[src/rtl/fp_mul_sched_pkg.sv]
// Shared types for the fp_mul scheduler: operand width, id width helper, and the in-flight tag.
package fp_mul_sched_pkg;

  localparam int FP_W = 32;

  function automatic int id_w(input int n);
    return (n <= 2) ? 1 : $clog2(n);
  endfunction

  // Ids are carried at the width of the largest supported requester count.
  localparam int ID_MAX_W = id_w(8);

  typedef struct packed {
    logic                valid;
    logic [ID_MAX_W-1:0] id;
  } tag_t;

endpackage

[src/rtl/fp_mul_sched_rr_arbiter.sv]
// Combinational round-robin pick: first eligible index at or after ptr, then wrapping below it.
module rr_arbiter
  import fp_mul_sched_pkg::*;
#(
  parameter int NREQ = 4
) (
  input  logic [NREQ-1:0]     eligible,
  input  logic [ID_MAX_W-1:0] ptr,
  output logic [NREQ-1:0]     grant,
  output logic [ID_MAX_W-1:0] grant_idx,
  output logic                grant_vld
);

  always_comb begin
    grant     = '0;
    grant_idx = '0;
    grant_vld = 1'b0;
    for (int i = 0; i < NREQ; i++) begin
      if (!grant_vld && eligible[i] && (ID_MAX_W'(i) >= ptr)) begin
        grant[i]  = 1'b1;
        grant_idx = ID_MAX_W'(i);
        grant_vld = 1'b1;
      end
    end
    // Wrap-around pass only runs when nothing at or above ptr was eligible.
    for (int i = 0; i < NREQ; i++) begin
      if (!grant_vld && eligible[i]) begin
        grant[i]  = 1'b1;
        grant_idx = ID_MAX_W'(i);
        grant_vld = 1'b1;
      end
    end
  end

endmodule

[src/rtl/fp_mul_sched.sv]
// Shares one pipelined fp_mul among NREQ requesters; one issue per cycle, result MUL_LAT+1 cycles after issue.
// A requester is blocked from re-issuing until its held result is consumed, so result registers never overflow.
module fp_mul_sched
  import fp_mul_sched_pkg::*;
#(
  parameter int NREQ    = 4,
  parameter int MUL_LAT = 3
) (
  input  logic                 clk,
  input  logic                 rst,
  input  logic [NREQ-1:0]      req_valid,
  output logic [NREQ-1:0]      req_ready,
  input  logic [FP_W*NREQ-1:0] req_a,
  input  logic [FP_W*NREQ-1:0] req_b,
  output logic [NREQ-1:0]      resp_valid,
  input  logic [NREQ-1:0]      resp_ready,
  output logic [FP_W*NREQ-1:0] resp_data,
  output logic [FP_W-1:0]      mul_a,
  output logic [FP_W-1:0]      mul_b,
  input  logic [FP_W-1:0]      mul_ret,
  output logic                 busy
);

  logic [NREQ-1:0]     pending;
  logic [NREQ-1:0]     eligible;
  logic [NREQ-1:0]     grant;
  logic [ID_MAX_W-1:0] grant_idx;
  logic [ID_MAX_W-1:0] ptr;
  logic                issue;
  logic [FP_W-1:0]     sel_a;
  logic [FP_W-1:0]     sel_b;
  tag_t                tag_q [MUL_LAT+1];
  logic                cap_vld;
  logic [ID_MAX_W-1:0] cap_id;

  assign eligible  = req_valid & ~pending;
  assign req_ready = grant;
  assign busy      = |pending;
  assign cap_vld   = tag_q[MUL_LAT].valid;
  assign cap_id    = tag_q[MUL_LAT].id;

  rr_arbiter #(.NREQ(NREQ)) u_arb (
    .eligible  (eligible),
    .ptr       (ptr),
    .grant     (grant),
    .grant_idx (grant_idx),
    .grant_vld (issue)
  );

  always_comb begin
    sel_a = '0;
    sel_b = '0;
    for (int i = 0; i < NREQ; i++) begin
      if (grant[i]) begin
        sel_a = req_a[FP_W*i +: FP_W];
        sel_b = req_b[FP_W*i +: FP_W];
      end
    end
  end

  always_ff @(posedge clk or negedge rst) begin
    if (!rst) begin
      mul_a <= '0;
      mul_b <= '0;
      ptr   <= '0;
    end else if (issue) begin
      mul_a <= sel_a;
      mul_b <= sel_b;
      ptr   <= (grant_idx == ID_MAX_W'(NREQ-1)) ? '0 : grant_idx + 1'b1;
    end
  end

  // Tags march in lockstep with the multiplier pipeline, bubbles included.
  always_ff @(posedge clk or negedge rst) begin
    if (!rst) begin
      for (int s = 0; s <= MUL_LAT; s++) tag_q[s] <= '0;
    end else begin
      tag_q[0].valid <= issue;
      tag_q[0].id    <= grant_idx;
      for (int s = 1; s <= MUL_LAT; s++) tag_q[s] <= tag_q[s-1];
    end
  end

  always_ff @(posedge clk or negedge rst) begin
    if (!rst) begin
      pending    <= '0;
      resp_valid <= '0;
    end else begin
      for (int i = 0; i < NREQ; i++) begin
        if (grant[i])
          pending[i] <= 1'b1;
        else if (resp_valid[i] && resp_ready[i])
          pending[i] <= 1'b0;

        if (cap_vld && (cap_id == ID_MAX_W'(i)))
          resp_valid[i] <= 1'b1;
        else if (resp_valid[i] && resp_ready[i])
          resp_valid[i] <= 1'b0;
      end
    end
  end

  always_ff @(posedge clk) begin
    for (int i = 0; i < NREQ; i++) begin
      if (cap_vld && (cap_id == ID_MAX_W'(i)))
        resp_data[FP_W*i +: FP_W] <= mul_ret;
    end
  end

  cap_no_overwrite: assert property (@(posedge clk) disable iff (!rst)
    cap_vld |-> !(|(resp_valid & (NREQ'(1) << cap_id))));

endmodule

[config.mk]
export PLATFORM = sky130hd
export DESIGN_NAME = fp_mul_sched
export DESIGN_NICKNAME = d
export VERILOG_FILES = /design/src/rtl/fp_mul_sched_pkg.sv /design/src/rtl/fp_mul_sched_rr_arbiter.sv /design/src/rtl/fp_mul_sched.sv
export SDC_FILE = /design/constraint.sdc
export NUM_CORES = 1
export LEC_CHECK = 0
export ABC_AREA = 0
export CAP_MARGIN = 20
export CORE_AREA = 3 3 194 196
export DETAILED_ROUTE_END_ITERATION = 10
export DIE_AREA = 0 0 197 199
export PLACE_DENSITY = 0.59
export SLEW_MARGIN = 5
export SYNTH_ARGS = -nofsm -noshare
export SYNTH_HDL_FRONTEND = slang
export SYNTH_SLANG_ARGS = --single-unit
export TNS_END_PERCENT = 10
[constraint.sdc]
create_clock -name clk -period 3.8 [get_ports clk]
set_input_delay 0.57 -clock clk [delete_from_list [all_inputs] [get_ports clk]]
set_output_delay 0.57 -clock clk [all_outputs]
set_load 0.005 [all_outputs]
==> metrics.cfg, run 1 <==
[critical_path]
crit_path_start_kind = primary input
crit_required_ps = 3230
path_cells = clkdlybuf4s50_1, nor2b_4, buf_4, mux2i_1, o211a_4, clkdlybuf4s50_1
cpMostUsedCell = clkdlybuf4s50_1
endpoint_kind = primary output
critPathLaunch = req_valid[0]
regToRegStartpoint = pending[3]
r2r_slack_ps = 1270
path_max_fanout = 41
worstReg2RegEnd = ptr[1]
crit_cells = 6
worstSetupEndpoint = req_ready[1]
slowest_stage = clkdlybuf4s50_1
path_delay_family = buffers and inverters
arrival_ps = 2710
r2r_cells = 6
path_buf_inv = 3
crit_type = in -> out
max_stage_delay_ps = 620

[sta]
slew_viol_final = 0
finalSetupViolCount = 0
period_share = 0.864
fmaxAchievable_ghz = 0.305
fin_crit_ps = 3280
fin_setup_tns_ps = 0
rsz0062_at_grt = false
skew_ps = 17.8
worst_pin_slew_ps = 1000
maxSlewHeadroom = 0.329
hold_viol = 0

[clocking]
cts_tree = built
clockBufferDepth = 3
cts_resized = 0
cts.sinks = 214
cts_made_buffers = 24
cts-root-buf = clkbuf_16
clk_latency_ps = 530
post_cts_buffers = 0
cts.clk_slew.worst_paths_ps = 60
h-tree-depth = 1

[grt]
grt_remaining_overflow = 0
grt_pass1_vias = 8677
antenna_found_initial = 7
grt_pass1_wl_mm = 55.2
track_usage = 0.184
grt_max_degree = 66

[die]
pin_count = 499
core-area_um2 = 36300
start_util = 0.254
dieArea_um2 = 39200
die_w_um = 197
rows = 70
die_y_um = 199

[power]
peakVddDrop_uv = 339
p_leak_nw = 5.66
p_total_w = 0.0108
power.density_nw_per_um2 = 692

[route]
drtAntennaViolNets = 0
via_per_inst = 4.88
vias = 8524
drt-total-wl_mm = 38.4
firstDrtPassIters = 4
drt_iter0_markers = 291
drc = 0
wl_per_cell_um = 22.0

[synthesis]
synth-seq-cells = 214
syn_area_per_cell_um2 = 11.7
synth_area_um2 = 9220
seq_area_frac_synth = 0.650
ys_warn_count = 0
synth_fp_nets = 1085
synth_cells = 786
synth_cell_type_count = 36

[worst_hold_path]
hold_class = reg -> reg
hold_depth = 0

[place]
dp_cells = 1699
dpl_cell_area_um2 = 14700
portBuffers = 498
place_hpwl_mm = 27.5
place_congestion = 0.802

[finish]
stdcell_count = 1746
final_design_area_no_fill_um2 = 15600
area_delta_synth_final_pct = 69.0
fin_nets = 1557
drive_gt1_frac = 0.0589
fillers = 3471

[job]
max_cap_violations = 0

[outcome]
outcome = finished, final reports clean

area by class of cell:
type,count,area (um2),area share
sequential,214,6000,0.385
timing repair buffer,517,5150,0.331
multi-input combinational,495,3000,0.192
clock buffer,32,684,0.0439
tap,468,586,0.0376
clock inverter,10,133,0.00851
inverter,6,22.5,0.00145
antenna,4,10.0,0.000642
worst register-to-register path, delay by kind of cell (launching register included):
| family | cells | cell delay, ps |
|---|---|---|
| simple gates | 2 | 930 |
| compound gates | 2 | 570 |
| flops | 1 | 390 |
| fa+ha+maj | 1 | 270 |
| mux | 1 | 250 |
flip-flops by register name (all words and copies together) (netlist names), 2 cells and up:
register and count:
mul_a 32, resp_data 128, pending 4, cap_id 2, mul_b 32, tag_q 9
ptr 2, resp_valid 4
cells in the mapped netlist:
cell type	n	area (um2)
edfxtp_1	128	3840
dfrtp_1	86	2150
nand2_1	69	259
nor2_1	68	255
and2_1	66	413
a21oi_1	65	325
a221oi_1	64	561
a22oi_1	64	480
clkbuf_1	40	150
o21ai_1	37	185
o21ai_0	29	145
buf_1	13	48.8
buf_2	13	65.1
a21o_1	7	52.6
inv_1	6	22.5
nor2b_1	5	31.3
buf_6	3	33.8
buf_4	2	15.0
nand2b_1	2	12.5
o2bb2ai_1	2	17.5
or2_2	2	12.5
a211oi_2	1	12.5
a22o_1	1	8.76
and3_1	1	6.26
and3b_1	1	8.76
ha_1	1	12.5
mux2_2	1	11.3
mux2i_1	1	10.0
nor3b_1	1	7.51
o211a_1	1	10.0
o21a_1	1	7.51
o21bai_1	1	7.51
o22ai_1	1	6.26
o32ai_2	1	16.3
or3_1	1	6.26
or4_1	1	7.51
placed cells by master (no fill, tap or decap), drive strengths merged, types with 2 or more instances in the layout:
cell type	instances
diode	4
or2	2
clkdlybuf4s50	497
clkinvlp	3
a221oi	64
nand2b	2
a22oi	64
inv	6
o2bb2ai	2
clkbuf	32
a21o	7
nand2	69
and2	66
o21ai	66
bufinv	3
nor2	68
buf	19
clkinv	4
nor2b	5
edfxtp	128
a21oi	65
dfrtp	86
report_power, final:
part	total, W	switching [W]	internal [W]
Combinational	0.00469	0.00243	0.00226
Sequential	0.00368	0.000358	0.00332
Clock	0.00240	0.000936	0.00147
per-stage QoR:
stage	util	hold WS [ps]	worst slack, ps
after floorplan	-	274	470
after CTS	0.429	349	477
after global routing	0.430	358	394
after global placement	0.407	332	490
after detailed placement	0.407	335	477
final	0.430	348	519
routing by layer:
| layer | wire, um | global-route usage |
|---|---|---|
| met5 | 21 | 0 |
| met3 | 3530 | 0.0574 |
| met2 | 19300 | 0.325 |
| met1 | 14700 | 0.212 |
| met4 | 958 | 0.0620 |
cell families (layout without fill, tap and decap cells):
group	Yosys count	in the layout	synth area share
other	0	4	0
AO/OA/AOI/OAI	275	275	0.199
adder cells (fa/ha/maj)	1	1	0.00136
buffers and inverters	77	565	0.0364
flip-flops	214	214	0.650
AND/OR/NAND/NOR	217	217	0.111
multiplexers	2	2	0.00231
what timing repair did:
item | CTS | global route
endpoints found under the setup margin | 0 | 0
hold buffers | 1 | 0
hold endpoints to repair | 7 | 0
worst min-delay path by stage:
stage                   start   endpoint
floorplan                 rst  cap_id[0]
global placement    tag_q[15]  tag_q[11]
detailed placement   tag_q[7]    cap_vld
CTS                 tag_q[13]   tag_q[9]
global route        tag_q[15]  tag_q[11]
finish              tag_q[13]   tag_q[9]
Note: power is estimated with default switching activity, not from simulation.
==> inputs of run 2 (changes only) <==
- ABC_AREA: 0 -> 1
- GPL_ROUTABILITY_DRIVEN: unset -> 0
==> run 2 against run 1 <==
Worst hold slack lost 170 ps. Cell count increased by 8.5%. Area after synthesis is essentially flat. Critical path depth increased by 3. Critical endpoint is now req_ready[2]. Highest routed layer is now met4.
==> metrics.cfg, run 2 <==
[outcome]
outcome = finished, final reports clean

[power]
power.density_nw_per_um2 = 701
p_leak_nw = 6.30
peakVddDrop_uv = 306
p_total_w = 0.0108

[route]
drtAntennaViolNets = 0
via_per_inst = 4.53
vias = 8578
drt-total-wl_mm = 35.7
wl_per_cell_um = 18.9
firstDrtPassIters = 5
drt_iter0_markers = 404
drc = 0

[finish]
regMostFlops = resp_data
drive_gt1_frac = 0.0527
fin_nets = 1704
post-route-util = 0.425
final_cell_mix = clkdlybuf4s50_1, nand2_1, nand4_1, edfxtp_1, dfrtp_1
reg_top3 = resp_data: 128 flops, mul_a: 32 flops, mul_b: 32 flops
final_common_cell = clkdlybuf4s50_1
largest_reg_flops = 128
area_delta_synth_final_pct = 67.0

[critical_path]
path_cells = clkdlybuf4s50_1, inv_1, nor2_1, nand2_1, nand3_2, nor2_2, nand4_1, nand2_2, clkdlybuf4s50_1
endpoint_kind = primary output
path_buf_inv = 3
path_delay_family = buffers and inverters
crit_required_ps = 3230
path_max_fanout = 2
arrival_ps = 2220
max_stage_delay_ps = 520
slowest_stage = clkdlybuf4s50_1
cpMostUsedCell = clkdlybuf4s50_1
worstReg2RegEnd = mul_b[10]
r2r_cells = 10
crit_path_start_kind = primary input
regToRegStartpoint = pending[2]
r2r_slack_ps = 1540
crit_type = in -> out

[place]
portBuffers = 498
place_hpwl_mm = 26.4

[synthesis]
yosysMostFrequentCell = nand2_1
yosysTopAreaCell = edfxtp_1
synth-seq-cells = 214
syn_area_per_cell_um2 = 10.1
ys_top_cells_by_count = nand2_1, nand4_1, edfxtp_1, dfrtp_1, inv_1
synth_area_um2 = 9230
seq_area_frac_synth = 0.650
synth_fp_nets = 1217
yosysTopAreaCellShare = 0.417
yosys-top-cells-area = edfxtp_1, dfrtp_1, nand2_1
synth_ff_type = edfxtp_1
synth_cell_type_count = 25
synth_cells = 918
async_reset_ff_frac = 0.402
ys_warn_count = 0
synth_edf_count = 128

[grt]
grt_pass1_wl_mm = 52.4
grt_pass1_vias = 8664
antenna_found_initial = 3
grt_max_degree = 66
track_usage = 0.172
grt_remaining_overflow = 0

[sta]
worst_pin_slew_ps = 908
period_share = 0.735
fin_setup_tns_ps = 0
slew_viol_final = 0
maxSlewHeadroom = 0.395
skew_ps = 11.7
fmaxAchievable_ghz = 0.358
rsz0062_at_grt = false
fin_crit_ps = 2790
finalSetupViolCount = 0
hold_viol = 0

[die]
dieArea_um2 = 39200
core-area_um2 = 36300
die_w_um = 197
rows = 70
pin_count = 499
die_y_um = 199
start_util = 0.254

[clocking]
cts_made_buffers = 23
cts.sinks = 214
cts-root-buf = clkbuf_16
post_cts_buffers = 0
clk_latency_ps = 520
cts_tree = built
h-tree-depth = 1
cts_resized = 0
cts.clk_slew.worst_paths_ps = 60
clockBufferDepth = 3
cts_hold_buf = 0

[worst_hold_path]
hold_class = in -> async

[job]
max_cap_violations = 0

## run 2: cell count changes after synthesis, moves of 24 or more
cell      change
inv_1        +75
nor2_1       -65
a21oi_1      -65
nand2_1     +339
o21ai_1      -37
nand4_1     +129
clkbuf_1     -24
a221oi_1     -64
a22oi_1      -64
and2_1       -66
o21ai_0      -28
## run 2: layout make-up
type	count	area, um2
clock inverters	10	136
well taps	468	586
clock buffers	32	629
repair buffers	518	5170
diodes	4	10.0
flip-flops and latches	214	6000
inverters	83	312
multi-input cells	565	2570
fillers	3573	20900
## run 2: layer usage
metal | vias up | GRT usage | part of all wire
li1 | 4046 | - | -
met1 | 4055 | 0.202 | 0.37
met2 | 427 | 0.305 | 0.50
met3 | 50 | 0.0549 | 0.10
met4 | 0 | 0.0475 | 0.025
met5 | - | 0 | 0
## run 2: worst register-to-register path: stages, from the launching register on
cell and delay [ps]:
dfrtp_1 420, nor2_1 90, nand2_1 110, nand3_2 130, nor2_2 130, nand4_1 100, nand2_2 80, buf_4 350
buf_4 500, nand2_1 180, nand4_1 110
## run 2: stage by stage
stage | setup WS, ps | hold WS [ps] | cells | cell area (um2)
global placement | 986 | 332 | 1848 | 14600
global route | 880 | 231 | 1892 | 15400
finish | 1010 | 176 | 1894 | 15400
CTS | 1000 | 188 | 1890 | 15400
detailed placement | 900 | 335 | 1848 | 14600
floorplan | 647 | 274 | 918 | 9230
## run 2: kinds of logic (layout without fill, tap and decap cells)
logic type               after synthesis  in the layout  share of synthesized area
AO/OA/AOI/OAI                          6              6                    0.00448
adder cells (fa/ha/maj)                1              1                    0.00136
buffers and inverters                139            643                     0.0754
flip-flops                           214            214                      0.650
other                                  0              4                          0
AND/OR/NAND/NOR                      558            558                      0.269
## run 2: worst max-delay path by stage
stage                 start        endpoint  cells past startpoint
5_1_grt        req_valid[2]    req_ready[2]                      9
3_5_place_dp   req_valid[2]       mul_b[27]                     12
3_3_place_gp   req_valid[2]       mul_a[23]                     12
4_1_cts        req_valid[2]    req_ready[2]                      9
2_1_floorplan     cap_id[1]  resp_data[100]                      2
6_report       req_valid[2]    req_ready[2]                      9
## run 2: where the power goes
| group | internal (W) | switching, W |
|---|---|---|
| clock network | 0.00136 | 0.000907 |
| registers | 0.00343 | 0.000380 |
| logic | 0.00222 | 0.00250 |
| total | 0.00701 | 0.00379 |
